==> src/rtl/ltc2308_sampler.sv <==
// LTC2308 serial front-end: round-robin conversions over ch_mask, tagged samples on a valid/ready stream.
// Define LTC2308_SAMPLER_FIFO_EN to replace the single output register with a 4-entry FIFO.

module ltc2308_sampler #(
    parameter int CLK_DIV     = 2,
    parameter int CONV_CYCLES = 80
) (
    input  logic        clk,
    input  logic        reset,
    input  logic        enable,
    input  logic [7:0]  ch_mask,
    output logic        adc_convst,
    output logic        adc_sck,
    output logic        adc_sdi,
    input  logic        adc_sdo,
    output logic        sample_valid,
    input  logic        sample_ready,
    output logic [11:0] sample_data,
    output logic [2:0]  sample_ch,
    output logic        overrun,
    input  logic        overrun_clr
);
    localparam logic [1:0] S_IDLE  = 2'd0;
    localparam logic [1:0] S_CONV  = 2'd1;
    localparam logic [1:0] S_SHIFT = 2'd2;
    localparam logic [1:0] S_DONE  = 2'd3;
    localparam int CW = 16;

    logic [1:0]    state_r;
    logic [2:0]    ch_r;
    logic [2:0]    prev_ch_r;
    logic [2:0]    next_ch_s;
    logic [CW-1:0] cnt_r;
    logic [3:0]    bit_r;
    logic [11:0]   shreg_r;
    logic          primed_r;
    logic          convst_r;
    logic          sck_r;
    logic          sdi_r;
    logic          start_s;
    logic          push_s;
    logic          drop_s;
    logic          overrun_r;

    // Next enabled channel above cur, ascending with wrap; cur itself if it is the only one.
    function automatic logic [2:0] next_channel(input logic [2:0] cur, input logic [7:0] mask);
        logic [2:0] idx;
        logic       found;
        next_channel = cur;
        found        = 1'b0;
        for (int i = 1; i <= 8; i++) begin
            idx = cur + 3'(i);
            if (!found && mask[idx]) begin
                next_channel = idx;
                found        = 1'b1;
            end
        end
    endfunction

    // SDI value for a bit slot: 6-bit config word MSB first, then zeros.
    function automatic logic cfg_bit(input logic [2:0] ch, input logic [3:0] idx);
        logic [5:0] word;
        word = {1'b1, ch[0], ch[2], ch[1], 1'b1, 1'b0};
        if (idx < 4'd6) begin
            cfg_bit = word[3'd5 - idx[2:0]];
        end else begin
            cfg_bit = 1'b0;
        end
    endfunction

    // Frame start condition, channel advance and result push strobe.
    always_comb begin
        start_s   = enable && (ch_mask != 8'h00);
        next_ch_s = next_channel(ch_r, ch_mask);
        push_s    = (state_r == S_DONE) && primed_r;
    end

    // Frame sequencer driving the registered ADC pins.
    always_ff @(posedge clk or posedge reset) begin
        if (reset) begin
            state_r   <= S_IDLE;
            ch_r      <= 3'd7;
            prev_ch_r <= 3'd0;
            cnt_r     <= '0;
            bit_r     <= 4'd0;
            shreg_r   <= 12'd0;
            primed_r  <= 1'b0;
            convst_r  <= 1'b0;
            sck_r     <= 1'b0;
            sdi_r     <= 1'b0;
        end else begin
            case (state_r)
                S_IDLE: begin
                    primed_r <= 1'b0;
                    if (start_s) begin
                        state_r   <= S_CONV;
                        prev_ch_r <= ch_r;
                        ch_r      <= next_ch_s;
                        cnt_r     <= '0;
                        convst_r  <= 1'b1;
                    end
                end
                S_CONV: begin
                    if (cnt_r == CW'(CONV_CYCLES - 1)) begin
                        state_r  <= S_SHIFT;
                        convst_r <= 1'b0;
                        cnt_r    <= '0;
                        bit_r    <= 4'd0;
                        sck_r    <= 1'b0;
                        sdi_r    <= cfg_bit(ch_r, 4'd0);
                    end else begin
                        cnt_r <= cnt_r + CW'(1);
                    end
                end
                S_SHIFT: begin
                    // SDO is captured on the same edge that raises SCK
                    if (cnt_r == CW'(CLK_DIV - 1)) begin
                        sck_r   <= 1'b1;
                        shreg_r <= {shreg_r[10:0], adc_sdo};
                        cnt_r   <= cnt_r + CW'(1);
                    end else if (cnt_r == CW'(2 * CLK_DIV - 1)) begin
                        sck_r <= 1'b0;
                        cnt_r <= '0;
                        if (bit_r == 4'd11) begin
                            state_r <= S_DONE;
                            sdi_r   <= 1'b0;
                        end else begin
                            bit_r <= bit_r + 4'd1;
                            sdi_r <= cfg_bit(ch_r, bit_r + 4'd1);
                        end
                    end else begin
                        cnt_r <= cnt_r + CW'(1);
                    end
                end
                S_DONE: begin
                    primed_r <= 1'b1;
                    if (start_s) begin
                        state_r   <= S_CONV;
                        prev_ch_r <= ch_r;
                        ch_r      <= next_ch_s;
                        cnt_r     <= '0;
                        convst_r  <= 1'b1;
                    end else begin
                        state_r <= S_IDLE;
                    end
                end
                default: begin
                    state_r <= S_IDLE;
                end
            endcase
        end
    end

    assign adc_convst = convst_r;
    assign adc_sck    = sck_r;
    assign adc_sdi    = sdi_r;

`ifdef LTC2308_SAMPLER_FIFO_EN
    logic [14:0] mem_r [4];
    logic [1:0]  wr_r;
    logic [1:0]  rd_r;
    logic [2:0]  count_r;
    logic        pop_s;
    logic        wr_en_s;

    // A full FIFO still accepts a push when an entry leaves in the same cycle.
    always_comb begin
        pop_s   = (count_r != 3'd0) && sample_ready;
        drop_s  = push_s && (count_r == 3'd4) && !pop_s;
        wr_en_s = push_s && !drop_s;
    end

    // FIFO storage and pointers.
    always_ff @(posedge clk or posedge reset) begin
        if (reset) begin
            for (int i = 0; i < 4; i++) begin
                mem_r[i] <= 15'd0;
            end
            wr_r    <= 2'd0;
            rd_r    <= 2'd0;
            count_r <= 3'd0;
        end else begin
            if (wr_en_s) begin
                mem_r[wr_r] <= {shreg_r, prev_ch_r};
                wr_r        <= wr_r + 2'd1;
            end
            if (pop_s) begin
                rd_r <= rd_r + 2'd1;
            end
            count_r <= count_r + {2'b00, wr_en_s} - {2'b00, pop_s};
        end
    end

    assign sample_valid = (count_r != 3'd0);
    assign sample_data  = mem_r[rd_r][14:3];
    assign sample_ch    = mem_r[rd_r][2:0];
`else
    logic        valid_r;
    logic [11:0] data_r;
    logic [2:0]  sch_r;

    // Single entry: a push lands if the slot is free or being emptied this cycle.
    always_comb begin
        drop_s = push_s && valid_r && !sample_ready;
    end

    // Output holding register.
    always_ff @(posedge clk or posedge reset) begin
        if (reset) begin
            valid_r <= 1'b0;
            data_r  <= 12'd0;
            sch_r   <= 3'd0;
        end else if (push_s && !drop_s) begin
            valid_r <= 1'b1;
            data_r  <= shreg_r;
            sch_r   <= prev_ch_r;
        end else if (valid_r && sample_ready) begin
            valid_r <= 1'b0;
        end
    end

    assign sample_valid = valid_r;
    assign sample_data  = data_r;
    assign sample_ch    = sch_r;
`endif

    // Sticky overrun; a new drop outranks a simultaneous clear.
    always_ff @(posedge clk or posedge reset) begin
        if (reset) begin
            overrun_r <= 1'b0;
        end else if (drop_s) begin
            overrun_r <= 1'b1;
        end else if (overrun_clr) begin
            overrun_r <= 1'b0;
        end
    end

    assign overrun = overrun_r;

endmodule

==> config.mk <==
export PLATFORM = sky130hd
export DESIGN_NAME = ltc2308_sampler
export DESIGN_NICKNAME = d
export VERILOG_FILES = /design/src/rtl/ltc2308_sampler.sv
export SDC_FILE = /design/constraint.sdc
export NUM_CORES = 1
export LEC_CHECK = 0
export CELL_PAD_IN_SITES_DETAIL_PLACEMENT = 0
export CELL_PAD_IN_SITES_GLOBAL_PLACEMENT = 1
export CORE_ASPECT_RATIO = 1.4
export CORE_UTILIZATION = 46
export DETAILED_ROUTE_END_ITERATION = 10
export PLACE_DENSITY_LB_ADDON = 0.15
export SETUP_SLACK_MARGIN = 0.3
export SKIP_LAST_GASP = 1
export SYNTH_ARGS = -nofsm -noshare
export SYNTH_HDL_FRONTEND = slang
export SYNTH_SLANG_ARGS = --single-unit
==> constraint.sdc <==
create_clock -name clk -period 3.89 [get_ports clk]
set_input_delay 0.778 -clock clk [delete_from_list [all_inputs] [get_ports clk]]
set_output_delay 0.778 -clock clk [all_outputs]
set_load 0.01 [all_outputs]
## After elaboration in Yosys (flattened, before gate mapping)

Index checks and enable logic that the tools add are counted.

- Add/sub/neg operators: 10
- Magnitude comparators: 10
- Equal/unequal tests: 15
- Muxes and demuxes: 66
- Bitwise operators: 1
- Reductions and logical operators: 39

Operators with widths:

| kind | count |
|---|---|
| $mux 16 | 4 |
| $pmux 16 s3 | 1 |
| $lt 3x4->1 const B | 9 |
| $mux 1 | 30 |
| $bmux 1 s3 | 9 |
| $mux 3 | 7 |
| $add 16x1->16 const B | 1 |
| $eq 16x1->1 const B | 1 |
| $eq 16x2->1 const B | 1 |
| $eq 16x7->1 const B | 1 |
| $mux 4 | 4 |
| $logic_and 1x1->1 | 13 |
| $add 3x3->3 const B | 4 |
| $ne 2x2->1 const B | 6 |
| $mux 2 | 5 |
| $reduce_and 5->1 | 2 |
| $reduce_bool 2->1 | 5 |
| $logic_not 1->1 | 9 |
| $pmux 1 s2 | 4 |
| $pmux 2 s4 | 1 |
| $pmux 4 s2 | 1 |
| $reduce_and 4->1 | 2 |
| $reduce_bool 8->1 | 1 |
| $reduce_bool 7->1 | 1 |
| 15 further kinds | 19 |

- Register bits: 61
- Input port bits: 14
- Output and inout bits: 20
- Word-level logic and storage cells: 155

## Logic depth before layout (Yosys ltp)

- Word-level depth: 26
- Gate-level depth with buffers: 11
- Mapped depth without buffers: 8

## Worst setup path after synthesis

OpenSTA, ideal clock, no wires.

- Path type: register to register
- From: register ch_r[1]
- To: register ch_r[2]
- Library setup time: 0.075 ns
- Arrival time: 2.772 ns
- Data required time: 3.815 ns
- Slack: 1.043 ns
- Cell stages (with the launch flop): 12
- Buffers on the path: 3
- Period minus slack after synthesis: 2.847 ns
- Path through: dfstp_2 buf_2 buf_6 inv_1 ha_1 buf_2 mux4_2 mux2_4 a21o_1 a211o_1 nand3_1 a2bb2oi_1

- Longest elaborated chain between the ends: 26
- Elaborated cells between the ends (all ways): 54
- Those cells by class: 7 x add/sub; 30 x mux; 1 x bitwise; 16 x reduce/logical

Ends and longest elaborated chain:

| what | RTL line | RTL |
|---|---|---|
| start, declared | 30 | `logic [2:0] ch_r;` |
| start signal, assigned | 98 | `ch_r <= next_ch_s;` |
| start signal, assigned | 140 | `ch_r <= next_ch_s;` |
| $add 3x1->3 | 52 | `idx = cur + 3'(i);` |
| $bmux 1 s3 | 53 | `if (!found && mask[idx]) begin` |
| $mux 1 (not written as such) | 53 |  |
| $mux 1 | 53 |  |
| $logic_not 1->1 | 53 |  |
| $logic_and 1x1->1 | 53 |  |
| $mux 1 | 53 |  |
| $logic_not 1->1 | 53 |  |
| (+10 left out) | n/a |  |
| $mux 1 | 53 |  |
| $logic_not 1->1 | 53 |  |
| $logic_and 1x1->1 | 53 |  |
| $mux 1 | 53 |  |
| $logic_not 1->1 | 53 |  |
| $logic_and 1x1->1 | 53 |  |
| $not 1->1 (no line) | n/a |  |
| $reduce_and 4->1 (no line) | n/a |  |

Several ways; a longest one is shown, not always the timed one. The select of a mux whose other input is x is not followed.
A chain may end at the register's enable or synchronous reset.

## Worst setup path in the final report

Ends and elaborated chain as after synthesis.

==> impl_summary.md <==
Run status
The flow ran to the end, and the final reports show no timing, DRC or antenna violations.

Timing
The final critical path time including I/O delays and setup is roughly 3100 ps. On the final layout, the worst hold slack is a little under 500 ps. Summed over all failing endpoints, the final setup total negative slack is 0 ps. The clock skew after layout is roughly 7 ps.

The final max-slew violation count is 0. Setup repair after global routing left no endpoint under its margin. The total count of hold-check failures in the final report was 0. The relative max-transition margin is 53.5%. At the pin with the least slew margin, the transition time is 695 ps. Static timing analysis puts the maximum clock frequency at roughly 0.32 GHz.

Setup violations remaining at the end of the flow were counted as 0. Dividing the final minimum period by the clock period gives about four fifths.

Worst setup path
In this run the critical register-to-register path is captured at ch_r[2]$_DFFE_PP1P_. The required arrival time at the worst endpoint is 4150 ps. STA puts the critical path data arrival time at 3350 ps. The type of element launching the critical path is a flop.

For the worst flop-to-flop path, the logic depth is 8. The worst setup path category is reg -> reg. The register-to-register setup slack is between 800 and 900 ps. The highest fanout seen on the critical path is 17.

The timing startpoint of the critical path is ch_r[1]$_DFFE_PP1P_. The origin of the critical flop-to-flop path is ch_r[1]$_DFFE_PP1P_. The kind of end point of the critical path is a flop.

Yosys
The number of warnings reported in the yosys synthesis log is 0. Ranked by instance count, the synthesized netlist is headed by dfrtp_1 (58), mux2_2 (34), nand2_1 (23). Each instance of the synthesized netlist takes up on average ~11 µm². The largest total area in the synthesized netlist belongs to dfrtp_1.

The number of different library cells in the post-synthesis netlist is 57. The synthesized design contains 0 enable-type register cells. The net count after synthesis is 372. The number of synthesized register bits is approximately 60. The share of flip-flops with an asynchronous set or reset is between 90% and 100%.

The portion of the post-synthesis area used by sequential elements is between 40% and 50%. After synthesis, the cell types taking the most area are dfrtp_1 (39%), mux2_2 (10%), mux4_2 (3.6%). The netlist area before placement is 0.00372 mm².

Synthesis produced a netlist whose cell count is between 300 and 400. Summed over its instances, the top area cell type makes up about two fifths of the synthesized netlist area. The most frequent cell after synthesis is dfrtp_1. The most used flip-flop cell after synthesis is dfrtp_1.

Global route
The via count of the first global-routing pass is between 2,000 and 3,000. The maximum number of pins on one net before global-route repair is 31. The initial antenna violation count is 0.

The global route total overflow is 0. The first global-routing pass estimated between 10,000 and 15,000 µm of wire. The global-route usage over all layers is 20.8%.

Power and ir drop
Net switching is a little over two fifths of the power. Of the total power, combinational logic draws 53.8%. The leakage power is 0.00186 µW. Dividing total power by cell area gives a power density of 757 mW/mm². The switching power of the nets is around 1400 µW.

Sequential cells burn between 20% and 30% of the power. The peak supply drop is roughly 0.57 mV. The clock share of power is between 10% and 20%.

Power comes to 3280 µW. The total internal power is between 1500 and 2000 µW.

Clock network
The later pin in the worst-skew pair is clocked with a latency of between 300 and 400 ps. The tree built by TritonCTS fans out to between 60 and 70 sinks. The post-cts repair resize count is 0. In this run the clock root is driven by a clkbuf_8.

The H-tree level count is 3. Counting along the longest clock path gives a buffer depth of 2. In this run, post-CTS hold repair placed 0 buffers. The CTS buffer count is 9.

Clock-pin slew was measured on the worst setup and hold paths at approximately 70 ps. The CTS tree is done. The number of setup buffers added after CTS is 0.

Worst hold path
The path class of the tightest hold or removal check is reg -> reg. The terminating pin of the worst hold path is primed_r$_DFFE_PP0P_. The startpoint of the worst hold path is primed_r$_DFFE_PP0P_. The worst hold path passes through 2 cells.

Layout
Measured on the finished design, the core utilization comes to 55.6%. The number of nets in the layout is 409. The area growth from synthesis to layout is 16.6%.

The total inserted antenna cells is 0. After filler insertion, the fill cell instance count of the layout stands at about 750. The total non-filler cell area in the finished layout is 0.00433 mm². The layout cell share with drive strength beyond 1 is a little under a fifth.

Route
Detailed routing placed a total of between 4000 and 5000 µm of wire on met2. The final wirelength is a little over 8000 µm. The total length of routed met3 wires is 245 µm. The residual antenna-violating net count after detailed routing is 0. The number of vias after detailed routing is ~2,800.

The post-route DRC violation count is 0. After detailed routing, no signal wire sits above met4. The number of iterations in the first detailed-routing pass is 4. Using the TritonRoute via totals, the vias-per-cell ratio works out to slightly below 6.

The detailed router's first-iteration violation count is ~110. The average wire length per cell after detail routing is approximately 16 µm. The detailed-routing wirelength on met1 is roughly 3300 µm.

Placed design
The HPWL after detailed placement is roughly 6000 µm. The placed instances occupy a cell area of between 0.004 and 0.005 mm². The count of buffers inserted at the top-level ports is 33. The weighted congestion reported at the end of routability-driven placement is ~0.9.

Floorplan
The overall die height is ~110 µm. The die covers between 0.008 and 0.009 mm². The die extent in x is about 78 µm. The initial core utilization is a little under half. The standard-cell row count is 38.

The I/O pin count is 34. The core area is 0.00780 mm².

Run
Across the run, the number of max-cap violations was 0.
==> per-layer routing <==
metal,vias to the layer above,track usage [%]
met1,1406,22.6
met3,15,4.22
met5,-,0
met2,56,38.7
met4,0,9.26
li1,1359,-
==> logic make-up (layout without fill, tap and decap cells) <==
logic type	after synthesis	count (layout)	synth area share, %
AO/OA/AOI/OAI	68	68	13.0
XOR/XNOR	15	15	3.53
adder cells (fa/ha/maj)	10	10	3.37
buffers and inverters	34	76	4.27
flip-flops	61	61	41.2
multiplexers	55	55	19.9
AND/OR/NAND/NOR	105	105	14.8
==> registers in the layout, summed over array words and instances, names as in the netlist <==
name          flops
sample_ch         3
adc_convst        1
primed_r          1
cnt_r            16
adc_sdi           1
adc_sck           1
sample_data      12
state_r           2
shreg_r          12
ch_r              3
overrun           1
sample_valid      1
bit_r             4
prev_ch_r         3
==> per-stage QoR <==
step	worst slack, ps	std cells
after floorplan	1040	348
after global placement	773	474
after global routing	611	490
final	802	490
after CTS	810	490
after detailed placement	759	474
==> placed cells by master (no fill, tap or decap), drive strengths merged, types with 3 or more instances in the layout <==
cell type and n:
xor2 5, o21ai 16, nand3 10, a21oi 12, a211o 4, a22o 4, clkbuf 9, clkdlybuf4s50 33
and2 4, dfstp 3, o31ai 6, and3 6, xnor2 10, mux2 35, nor2b 3, o221ai 3
mux4 10, ha 10, dfrtp 58, and4 3, buf 5, nor2 21, clkinv 4, o22ai 5
nand2b 8, nor3 11, nand4 6, mux2i 10, inv 22, nand2 23
==> worst max-delay path by stage <==
stage                       endpoint  slack (ps)  cells past startpoint
2_1_floorplan    ch_r[2]$_DFFE_PP1P_        1040                     11
3_3_place_gp   cnt_r[11]$_DFFE_PP0P_         770                      7
3_5_place_dp   cnt_r[11]$_DFFE_PP0P_         760                      7
4_1_cts          ch_r[0]$_DFFE_PP1P_         810                      8
5_1_grt          ch_r[0]$_DFFE_PP1P_         610                      8
6_report         ch_r[2]$_DFFE_PP1P_         800                      8
==> critical path, stage by stage, from the launching register on <==
cell	delay, ps
dfstp_2	760
inv_1	160
ha_1	600
mux4_2	450
mux2_4	310
a21o_1	200
a211o_1	280
nand3_1	90
a2bb2oi_1	160
==> power by group through the flow <==
stage	logic, µW	registers, µW	clock network (µW)
detailed placement	1760	969	0
global placement	1750	959	0
floorplan	1400	914	0
global route	1940	979	598
CTS	1770	956	579
finish	1770	953	561
==> cell type report <==
| cell class | count | area, µm² | share of cell area, % |
|---|---|---|---|
| multi-input combinational | 253 | 2030 | 46.8 |
| sequential | 61 | 1530 | 35.3 |
| timing repair buffer | 38 | 368 | 8.49 |
| tap | 100 | 125 | 2.89 |
| clock buffer | 9 | 124 | 2.86 |
| inverter | 22 | 82.6 | 1.91 |
| clock inverter | 7 | 76.3 | 1.76 |
Note: power is estimated with default switching activity, not from simulation.
